$ cat src/rtl/pc_unit_pkg.sv
// Shared encodings for the IF-stage program counter: FSM states, next-PC sources, alignment mask.
// Imported by pc_unit, pc_next_mux and the pc_unit_if interface users.
package pc_unit_pkg;

    typedef enum logic [1:0] {
        ST_IDLE   = 2'b00,
        ST_RUN    = 2'b01,
        ST_STEP   = 2'b10,
        ST_HALTED = 2'b11
    } state_e;

    typedef enum logic [1:0] {
        PC_SRC_SEQ    = 2'b00,
        PC_SRC_BRANCH = 2'b01,
        PC_SRC_JUMP   = 2'b10,
        PC_SRC_JR     = 2'b11
    } pc_src_e;

    // Clears the two byte-offset bits; sliced down to the PC width at the point of use.
    localparam logic [63:0] ALIGN_MASK = ~64'h3;

endpackage

$ cat src/rtl/pc_unit_if.sv
// Debug/hazard/ID-side control and PC outputs of the IF-stage program counter.
// slave = pc_unit, master = whoever drives the controls (pipeline glue or a bench).
interface pc_unit_if #(
    parameter int PC_SZ = 32
);
    logic             i_enable;
    logic             i_run_mode;
    logic             i_step;
    logic             i_stall;
    logic             i_halt;
    logic [1:0]       i_pc_src;
    logic [PC_SZ-1:0] i_pc_seq;
    logic [PC_SZ-1:0] i_branch_addr;
    logic [PC_SZ-1:0] i_jump_addr;
    logic [PC_SZ-1:0] i_jr_addr;

    logic [PC_SZ-1:0] o_pc;
    logic             o_pc_en;
    logic             o_halted;
    logic [1:0]       o_state;
    logic             o_fault;

    modport master (
        output i_enable, i_run_mode, i_step, i_stall, i_halt, i_pc_src,
               i_pc_seq, i_branch_addr, i_jump_addr, i_jr_addr,
        input  o_pc, o_pc_en, o_halted, o_state, o_fault
    );

    modport slave (
        input  i_enable, i_run_mode, i_step, i_stall, i_halt, i_pc_src,
               i_pc_seq, i_branch_addr, i_jump_addr, i_jr_addr,
        output o_pc, o_pc_en, o_halted, o_state, o_fault
    );

endinterface

$ cat src/rtl/pc_next_mux.sv
// Next-PC target select (sequential / branch / jump / jump-register) with forced word alignment.
module pc_next_mux
    import pc_unit_pkg::*;
#(
    parameter int PC_SZ = 32
) (
    input  pc_src_e          pc_src,
    input  logic [PC_SZ-1:0] seq,
    input  logic [PC_SZ-1:0] branch,
    input  logic [PC_SZ-1:0] jump,
    input  logic [PC_SZ-1:0] jr,
    output logic [PC_SZ-1:0] target
);

    logic [PC_SZ-1:0] raw;

    always_comb begin
        raw = seq;
        case (pc_src)
            PC_SRC_SEQ:    raw = seq;
            PC_SRC_BRANCH: raw = branch;
            PC_SRC_JUMP:   raw = jump;
            PC_SRC_JR:     raw = jr;
            default:       raw = seq;
        endcase
    end

    assign target = raw & ALIGN_MASK[PC_SZ-1:0];

endmodule

$ cat src/rtl/pc_unit.sv
// IF-stage program counter: run/step/halt FSM, step edge detect and PC register.
// Optional macro PC_BOUNDS_CHECK_EN: targets at or beyond IMEM_DEPTH*4 halt the core with a sticky fault.
module pc_unit
    import pc_unit_pkg::*;
#(
    parameter int               PC_SZ      = 32,
    parameter logic [PC_SZ-1:0] RESET_PC   = '0,
    parameter int               IMEM_DEPTH = 256
) (
    input  logic      i_clk,
    input  logic      i_reset,
    pc_unit_if.slave  bus
);

    state_e           state;
    logic [PC_SZ-1:0] pc_q;
    logic [PC_SZ-1:0] target;
    logic             step_q;
    logic             halted_q;
    logic             fault_q;
    logic             step_edge;
    logic             go;
    logic             out_of_range;
    logic             halt_now;
    logic             fault_now;
    logic             update;

    pc_next_mux #(.PC_SZ(PC_SZ)) u_next_mux (
        .pc_src (pc_src_e'(bus.i_pc_src)),
        .seq    (bus.i_pc_seq),
        .branch (bus.i_branch_addr),
        .jump   (bus.i_jump_addr),
        .jr     (bus.i_jr_addr),
        .target (target)
    );

`ifdef PC_BOUNDS_CHECK_EN
    localparam logic [PC_SZ:0] PC_LIMIT = (PC_SZ+1)'(IMEM_DEPTH) << 2;
    assign out_of_range = ({1'b0, target} >= PC_LIMIT);
`else
    assign out_of_range = 1'b0;
`endif

    assign step_edge = bus.i_step & ~step_q;

    // "go" marks a cycle that wants to advance: every RUN cycle, or a fresh step edge in STEP.
    always_comb begin
        go = 1'b0;
        case (state)
            ST_RUN:  go = 1'b1;
            ST_STEP: go = step_edge;
            default: go = 1'b0;
        endcase
    end

    assign halt_now  = go & bus.i_halt;
    assign fault_now = go & ~bus.i_halt & ~bus.i_stall & out_of_range;
    assign update    = go & ~bus.i_halt & ~bus.i_stall & ~out_of_range;

    always_ff @(posedge i_clk or negedge i_reset) begin
        if (!i_reset) begin
            state    <= ST_IDLE;
            pc_q     <= RESET_PC;
            step_q   <= 1'b0;
            halted_q <= 1'b0;
            fault_q  <= 1'b0;
        end else begin
            step_q <= bus.i_step;
            case (state)
                ST_IDLE: begin
                    if (bus.i_enable) begin
                        state <= bus.i_run_mode ? ST_RUN : ST_STEP;
                    end
                end
                ST_RUN, ST_STEP: begin
                    if (halt_now) begin
                        state    <= ST_HALTED;
                        halted_q <= 1'b1;
                    end else if (fault_now) begin
                        state    <= ST_HALTED;
                        halted_q <= 1'b1;
                        fault_q  <= 1'b1;
                    end else if (update) begin
                        pc_q <= target;
                    end
                end
                default: begin
                    state <= ST_HALTED;
                end
            endcase
        end
    end

    // pc_en is combinational so the pc_adder passes the PC through unchanged whenever we hold.
    assign bus.o_pc     = pc_q;
    assign bus.o_pc_en  = update;
    assign bus.o_halted = halted_q;
    assign bus.o_state  = state;
    assign bus.o_fault  = fault_q;

endmodule

$ cat src/flat_wrapper.sv
// flat-port wrapper written by rule: the top's interface ports become plain ports
module pc_unit_flat import pc_unit_pkg::*;
#(
    parameter int               PC_SZ      = 32,
    parameter logic [PC_SZ-1:0] RESET_PC   = '0,
    parameter int               IMEM_DEPTH = 256
)
  (i_clk, i_reset, bus_i_enable, bus_i_run_mode, bus_i_step, bus_i_stall, bus_i_halt, bus_i_pc_src, bus_i_pc_seq, bus_i_branch_addr, bus_i_jump_addr, bus_i_jr_addr, bus_o_pc, bus_o_pc_en, bus_o_halted, bus_o_state, bus_o_fault);
  pc_unit_if #(.PC_SZ(PC_SZ)) bus_i ();
  input  logic i_clk;
  input  logic i_reset;
  input wire logic [$bits(bus_i.i_enable)-1:0] bus_i_enable;
  input wire logic [$bits(bus_i.i_run_mode)-1:0] bus_i_run_mode;
  input wire logic [$bits(bus_i.i_step)-1:0] bus_i_step;
  input wire logic [$bits(bus_i.i_stall)-1:0] bus_i_stall;
  input wire logic [$bits(bus_i.i_halt)-1:0] bus_i_halt;
  input wire logic [$bits(bus_i.i_pc_src)-1:0] bus_i_pc_src;
  input wire logic [$bits(bus_i.i_pc_seq)-1:0] bus_i_pc_seq;
  input wire logic [$bits(bus_i.i_branch_addr)-1:0] bus_i_branch_addr;
  input wire logic [$bits(bus_i.i_jump_addr)-1:0] bus_i_jump_addr;
  input wire logic [$bits(bus_i.i_jr_addr)-1:0] bus_i_jr_addr;
  output wire logic [$bits(bus_i.o_pc)-1:0] bus_o_pc;
  output wire logic [$bits(bus_i.o_pc_en)-1:0] bus_o_pc_en;
  output wire logic [$bits(bus_i.o_halted)-1:0] bus_o_halted;
  output wire logic [$bits(bus_i.o_state)-1:0] bus_o_state;
  output wire logic [$bits(bus_i.o_fault)-1:0] bus_o_fault;
  assign bus_i.i_enable = bus_i_enable;
  assign bus_i.i_run_mode = bus_i_run_mode;
  assign bus_i.i_step = bus_i_step;
  assign bus_i.i_stall = bus_i_stall;
  assign bus_i.i_halt = bus_i_halt;
  assign bus_i.i_pc_src = bus_i_pc_src;
  assign bus_i.i_pc_seq = bus_i_pc_seq;
  assign bus_i.i_branch_addr = bus_i_branch_addr;
  assign bus_i.i_jump_addr = bus_i_jump_addr;
  assign bus_i.i_jr_addr = bus_i_jr_addr;
  assign bus_o_pc = bus_i.o_pc;
  assign bus_o_pc_en = bus_i.o_pc_en;
  assign bus_o_halted = bus_i.o_halted;
  assign bus_o_state = bus_i.o_state;
  assign bus_o_fault = bus_i.o_fault;
  pc_unit #(.PC_SZ(PC_SZ), .RESET_PC(RESET_PC), .IMEM_DEPTH(IMEM_DEPTH)) u_core (.i_clk(i_clk), .i_reset(i_reset), .bus(bus_i));
endmodule
$ cat config.mk
export PLATFORM = sky130hd
export DESIGN_NAME = pc_unit_flat
export DESIGN_NICKNAME = d
export VERILOG_FILES = /design/src/rtl/pc_unit_pkg.sv /design/src/rtl/pc_unit_if.sv /design/src/rtl/pc_next_mux.sv /design/src/rtl/pc_unit.sv /design/src/flat_wrapper.sv
export SDC_FILE = /design/constraint.sdc
export NUM_CORES = 1
export LEC_CHECK = 0
export CORE_MARGIN = 4
export CORE_UTILIZATION = 30
export DETAILED_ROUTE_END_ITERATION = 10
export GPL_TIMING_DRIVEN = 0
export MAX_ROUTING_LAYER = met4
export PLACE_DENSITY = 0.86
export SLEW_MARGIN = 15
export SYNTH_ARGS = -nofsm -noshare
export SYNTH_HDL_FRONTEND = slang
export SYNTH_HIERARCHICAL = 1
export SYNTH_SLANG_ARGS = --single-unit
$ cat constraint.sdc
create_clock -name i_clk -period 1.9 [get_ports i_clk]
set_input_delay 0.57 -clock i_clk [delete_from_list [all_inputs] [get_ports i_clk]]
set_output_delay 0.57 -clock i_clk [all_outputs]
set_load 0.01 [all_outputs]
==> results of run 1 <==
-- cell type report --
cell class / count / area (µm²) / share of cell area (%)
Tap cell: 99 / 124 / 2.99
Buffer: 12 / 105 / 2.54
Clock inverter: 3 / 42.5 / 1.03
Timing Repair Buffer: 167 / 1670 / 40.2
Inverter: 3 / 13.8 / 0.332
Multi-Input combinational cell: 84 / 1220 / 29.5
Sequential cell: 36 / 901 / 21.7
Clock buffer: 5 / 68.8 / 1.66
-- per-layer routing --
layer,track usage (%),part of all wire [%],vias up
met5,-,0,-
met2,32.6,57,91
met4,3.37,0.73,0
met1,17.3,34,955
met3,6.01,9.1,4
li1,-,-,875
-- repair_timing --
action	4_1_cts	5_1_grt
pin swaps	4	0
gates resized for setup	10	1
endpoints found under the setup margin	28	15
buffers inserted	4	0
-- cells by family (layout without fill, tap and decap cells) --
logic type / count (synthesis) / after routing / share of synthesized area (%)
multiplexers: 62 / 62 / 46.7
flip-flops: 36 / 36 / 40.6
buffers and inverters: 15 / 190 / 5.24
AND/OR/NAND/NOR: 9 / 9 / 2.48
AO/OA/AOI/OAI: 7 / 7 / 2.93
adder cells (fa/ha/maj): 3 / 3 / 1.69
other: 2 / 3 / 0.339
-- worst max path at each step --
stage | start | endpoint | slack [ns] | cells past startpoint
floorplan | u_core/bus.o_state[0]$_DFFE_PN0P_ | bus_o_pc_en | -0.02 | 6
global placement | bus_i_step | bus_o_pc_en | -1.01 | 6
detailed placement | bus_i_step | bus_o_pc_en | -1.01 | 6
CTS | u_core/bus.o_state[1]$_DFFE_PN0P_ | bus_o_pc_en | -0.27 | 6
global route | u_core/bus.o_state[1]$_DFFE_PN0P_ | bus_o_pc_en | -0.32 | 6
finish | u_core/bus.o_state[1]$_DFFE_PN0P_ | bus_o_pc_en | -0.25 | 6
-- state kept, by name, indices dropped and copies added, names as in the netlist --
name	cells
u_core/bus.o_halted	1
u_core/step_q	1
u_core/bus.o_pc	32
u_core/bus.o_state	2
-- synth_stat cells, drive strengths merged --
| cell | n |
|---|---|
| a21oi | 1 |
| mux4 | 30 |
| nand4b | 1 |
| o22a | 1 |
| buf | 12 |
| and3b | 1 |
| mux2 | 32 |
| inv | 3 |
| a211oi | 2 |
| nor2b | 1 |
| nand3 | 1 |
| dfrtp | 36 |
| conb | 2 |
| nand2b | 1 |
| and2 | 2 |
| ha | 3 |
| nor2 | 1 |
| o211ai | 2 |
| nand2 | 1 |
| a21boi | 1 |
-- through the flow --
step / TNS, ns / instances / utilization, % / cell area (µm²)
6_report: -0.245 / 409 / 57.4 / 4140
5_1_grt: -0.546 / 409 / 57.4 / 4140
4_1_cts: -0.269 / 409 / 57.4 / 4140
3_5_place_dp: -13.32 / 397 / 55.3 / 3990
3_3_place_gp: -32.54 / 396 / 55.1 / 3970
2_1_floorplan: -0.0174 / 135 / - / 2230
-- placed cells by master (no fill, tap or decap), types with 2 or more instances in the layout --
cell type	n
a211oi_1	2
and2_1	2
buf_2	4
buf_4	7
buf_6	7
clkbuf_8	5
clkdlybuf4s50_1	156
conb_1	3
dfrtp_1	36
dlygate4sd2_1	3
ha_1	2
mux2_1	2
mux2_2	30
mux4_2	30
-- worst register-to-register path, delay by kind of cell, from the launching register on --
kind | cells | cell delay, ns
and+or+nand+nor | 1 | 0.23
DFF | 1 | 0.42
adders and majority gates | 1 | 0.18
buffers and inverters | 2 | 0.37
AOI/OAI and AO/OA | 1 | 0.19
muxes | 1 | 0.34
-- power by group --
group / switching [mW] / internal, mW / total (mW)
clock network: 0.277 / 0.388 / 0.665
logic: 0.107 / 0.338 / 0.445
registers: 0.000389 / 0.767 / 0.767
total: 0.384 / 1.49 / 1.88
==> reports/qor.yml, run 1 <==
p_per_area_nw_per_um2: 453
yosys_warnings: 6
grt_use_total_pct: 17.4
numCtsBuffers: 5
setup_ws_ns: -0.245
violations: "setup timing"
die_width_um: 94.0
finalHoldViolations: 0
wirelength_um: 7170
netlist_instances: 134
cp_num_buf_inv: 3
drt_first_pass_iters: 4
syn_area_per_cell_um2: 16.6
clk_path_buf_depth: 2
clock_sinks: 36
status: "complete, but fails checks"
fmax_mhz: 466
critPathTopFamily: "flip-flops"
grt_pass1_vias: 2253
drc: 0
drt_iter0_drc: 54
tritoncts: "built"
drt-wirelength-per-cell_um: 17.5
port_buffers: 162
antenna_found_initial: 0
grt_overflow: 0
placementRows: 31
vias: 1925
fin_crit_sh_pct: 113
antenna_left: 0
synth.largest_area_cell: "dfrtp_1"
h-tree-depth: 2
min_period_ns: 2.15
clock_skew_ns: 0.00795
path_class: "reg2out"
num-fill-cells: 617
r2r_cells: 6
die_h_um: 94.0
synth_area_um2: 2220
seq_area_frac_synth_pct: 40.6
synth_area_leaders: "dfrtp_1 (41%), mux4_2 (30%), mux2_2 (15%)"
cpPeakStageDelay_ns: 0.42
worstSkewPairLatency_ns: 0.29
core_um2: 7210
synth-seq-cells: 36
grt_pass1_wl_um: 11100
netlist.area_leader.share_pct: 40.6
crit_chain: "ha_4 > and3b_2 > o211ai_4 > buf_6 > inv_4 > buf_6"
whs_ns: 0.0746
hold_path_class: "in2async"
viasPerCell: 4.71
nNetsFinal: 449
critical_path.most_common_cell: "buf_6"
root_buffer: "clkbuf_8"
ir_drop_uv: 276
drive_gt1_share_pct: 30.0
diodes: 0
rr_endpoint: "u_core/bus.o_pc[15]$_DFFE_PN0P_"
crit_slowest_cell: "dfrtp_1"
reg2reg_slack_ns: 0.05
dieArea_um2: 8830
area_growth_pct: 86.7
leakagePower_nw: 1.73
rsz0062_at_grt: "yes"
grt_max_degree: 35
ys_types: 24
start_kind: "flip-flop"
critPathMaxFanout: 3
hpwl_um: 6050
post-place-ws_ns: -1.01
drv_cap: 0
report.power.total_mw: 1.88
io_pins: 174
hold_buffers: 0
slew_violations: 0
globalplace.congestion: 0.761
clk_pin_slew_ns: 0.08
initial_core_util_pct: 30.7
setup_viol: 1
required_ns: 1.33
crit_path_end_kind: "output pin"
r2r_start: "u_core/bus.o_state[1]$_DFFE_PN0P_"
cp.arrival_ns: 1.58
Note: power is estimated with default switching activity, not from simulation.
==> inputs of run 2 (changes only) <==
--- a/config.mk
+++ b/config.mk
@@ -11,6 +11,7 @@
 export GPL_TIMING_DRIVEN = 0
 export MAX_ROUTING_LAYER = met4
 export PLACE_DENSITY = 0.86
+export RECOVER_POWER = 100
 export SLEW_MARGIN = 15
 export SYNTH_ARGS = -nofsm -noshare
 export SYNTH_HDL_FRONTEND = slang
==> run 2 against run 1 <==
- the flow still finishes with violations (setup timing)
- setup slack unchanged
- sequential share of layout area grew 0.086 points
- highest routed layer unchanged
- die area is the same
- largest power group unchanged
- largest cell class unchanged
- critical path type unchanged
- flip-flop and latch count unchanged
- clock skew is essentially flat
- critical endpoint unchanged
- sequential power about the same
==> reports/qor.yml, run 2 (same netlist as run 1, synthesis figures left out) <==
status: "complete, but fails checks"
violations: "setup timing"
post-place-ws_ns: -1.01  # unchanged
p_per_area_nw_per_um2: 454  # +0.14%
wl_met3_um: 654  # unchanged
finalHoldViolations: 0  # unchanged
die_h_um: 94.0  # unchanged
hold_path_class: "in2async"
clock_skew_ns: 0.00791  # -0.0000399 ns
clk_path_buf_depth: 2  # unchanged
fin_crit_sh_pct: 113  # unchanged
reg2reg_slack_ns: 0.05  # about the same
grt_use_total_pct: 17.4  # unchanged
tritoncts: "built"
grt_pass1_wl_um: 11100  # unchanged
grt_max_degree: 35  # unchanged
port_buffers: 162  # unchanged
placementRows: 31  # unchanged
dieArea_um2: 8830  # unchanged
drt_first_pass_iters: 2  # -2
antenna_left: 0  # unchanged
relSlewSlack_pct: 41.1
worstSkewPairLatency_ns: 0.29  # about the same
required_ns: 1.33  # about the same
grt_pass1_vias: 2253  # unchanged
crit_path_end_kind: "output pin"
drive_gt1_share_pct: 29.7  # -0.32 points
nNetsFinal: 449  # unchanged
initial_core_util_pct: 30.7  # unchanged
startpoint: "u_core/bus.o_state[1]$_DFFE_PN0P_"
antenna_found_initial: 0  # unchanged
report.power.total_mw: 1.87  # -0.25%
final_common_cell: "clkdlybuf4s50_1"
cp.arrival_ns: 1.58  # about the same
grt_overflow: 0  # unchanged
io_pins: 174  # unchanged
wl_met1_um: 2420  # +0.12%
rsz0062_at_grt: "yes"
critPathMaxFanout: 3  # unchanged
num-fill-cells: 620  # +0.49%
largest_register_ffs: 32  # unchanged
drv_cap: 0  # unchanged
h-tree-depth: 2  # unchanged
diodes: 0  # unchanged
wirelength_um: 7170  # about the same
path_class: "reg2out"
ir_drop_uv: 276  # about the same
regArea_um2: 901  # unchanged
clock_sinks: 36  # unchanged
clk_pin_slew_ns: 0.08  # about the same
root_buffer: "clkbuf_8"
final_cell_mix: "clkdlybuf4s50_1 (156), dfrtp_1 (36), mux2_2 (30), mux4_2 (30)"
placed_cells: 397  # unchanged
min_period_ns: 2.15  # unchanged
placed_area_um2: 3990  # unchanged
start_kind: "flip-flop"
slew_violations: 0  # unchanged
top_layer: "met4"
fmax_mhz: 466  # unchanged
rr_endpoint: "u_core/bus.o_pc[15]$_DFFE_PN0P_"
multi_input_area_um2: 1220  # unchanged
core_um2: 7210  # unchanged
numCtsBuffers: 5  # unchanged
viasPerCell: 4.70  # about the same
setup_ws_ns: -0.245  # unchanged
drc: 0  # unchanged
hpwl_um: 6050  # unchanged
die_width_um: 94.0  # unchanged
r2r_start: "u_core/bus.o_state[1]$_DFFE_PN0P_"
vias: 1924  # -0.052%
area_growth_pct: 86.0
drt-wirelength-per-cell_um: 17.5  # about the same
leakagePower_nw: 1.73  # -0.46%
worst_pin_slew_ns: 0.883
met2_length_um: 4050  # -0.17%
setup_viol: 1  # unchanged
stdcell_count: 409  # unchanged
globalplace.congestion: 0.761  # unchanged
crit_end: "bus_o_pc_en"
drt_iter0_drc: 54  # unchanged
design_area_um2: 4130  # -0.39%
r2r_cells: 6  # unchanged
[run 2: changes by cell type in the layout (fill, tap and decap cells not counted)]
cell | previous run | this run
buf_12 | 1 | 0
buf_2 | 4 | 3
clkbuf_1 | 0 | 1
clkbuf_2 | 0 | 1
[run 2: area by class of cell]
class	count	share of cell area [%]
Multi-Input combinational cell	84	29.6
Clock inverter	3	1.03
Clock buffer	5	1.67
Tap cell	99	3.00
Inverter	3	0.334
Timing Repair Buffer	167	40.0
Sequential cell	36	21.8
Buffer	12	2.55
[run 2: report_power, final]
part	total [mW]	internal, mW	switching, mW
clock	0.665	0.388	0.277
sequential	0.767	0.767	0.000389
combinational	0.440	0.334	0.106
total	1.87	1.49	0.384
[run 2: worst min path at each step]
stage               slack (ns)                             from  cells after the start                              end
global route              0.06                          i_reset                      1  u_core/bus.o_pc[22]$_DFFE_PN0P_
floorplan                 0.27                          i_reset                      0  u_core/bus.o_halted$_DFFE_PN0P_
finish                    0.07                          i_reset                      1  u_core/bus.o_pc[22]$_DFFE_PN0P_
detailed placement        0.38                          i_reset                      1  u_core/bus.o_pc[22]$_DFFE_PN0P_
CTS                       0.06                          i_reset                      1  u_core/bus.o_pc[22]$_DFFE_PN0P_
global placement          0.45  u_core/bus.o_halted$_DFFE_PN0P_                      1  u_core/bus.o_halted$_DFFE_PN0P_
[run 2: routing by layer]
metal / vias to the layer above / global-route usage (%)
met1: 954 / 17.3
met3: 4 / 6.01
met4: 0 / 3.37
met5: - / -
met2: 91 / 32.6
li1: 875 / -
[run 2: metrics by stage]
step | util (%) | TNS, ns | hold WS, ns
2_1_floorplan | - | -0.0174 | 0.274
3_3_place_gp | 55.1 | -32.54 | 0.454
6_report | 57.2 | -0.245 | 0.0746
5_1_grt | 57.2 | -0.546 | 0.0617
3_5_place_dp | 55.3 | -13.32 | 0.383
4_1_cts | 57.4 | -0.269 | 0.0625
[run 2: repair_timing]
item | in CTS | in global routing
pin swaps | 4 | 0
gates resized for setup | 10 | 1
hold buffers | 0 | 0
setup endpoints to repair | 28 | 15
setup buffers | 4 | 0
[run 2: critical path, cell delays in order (launching register included)]
cell,delay (ns)
dfrtp_1,0.42
ha_4,0.18
and3b_2,0.23
o211ai_4,0.19
buf_6,0.14
inv_4,0.03
buf_6,0.10
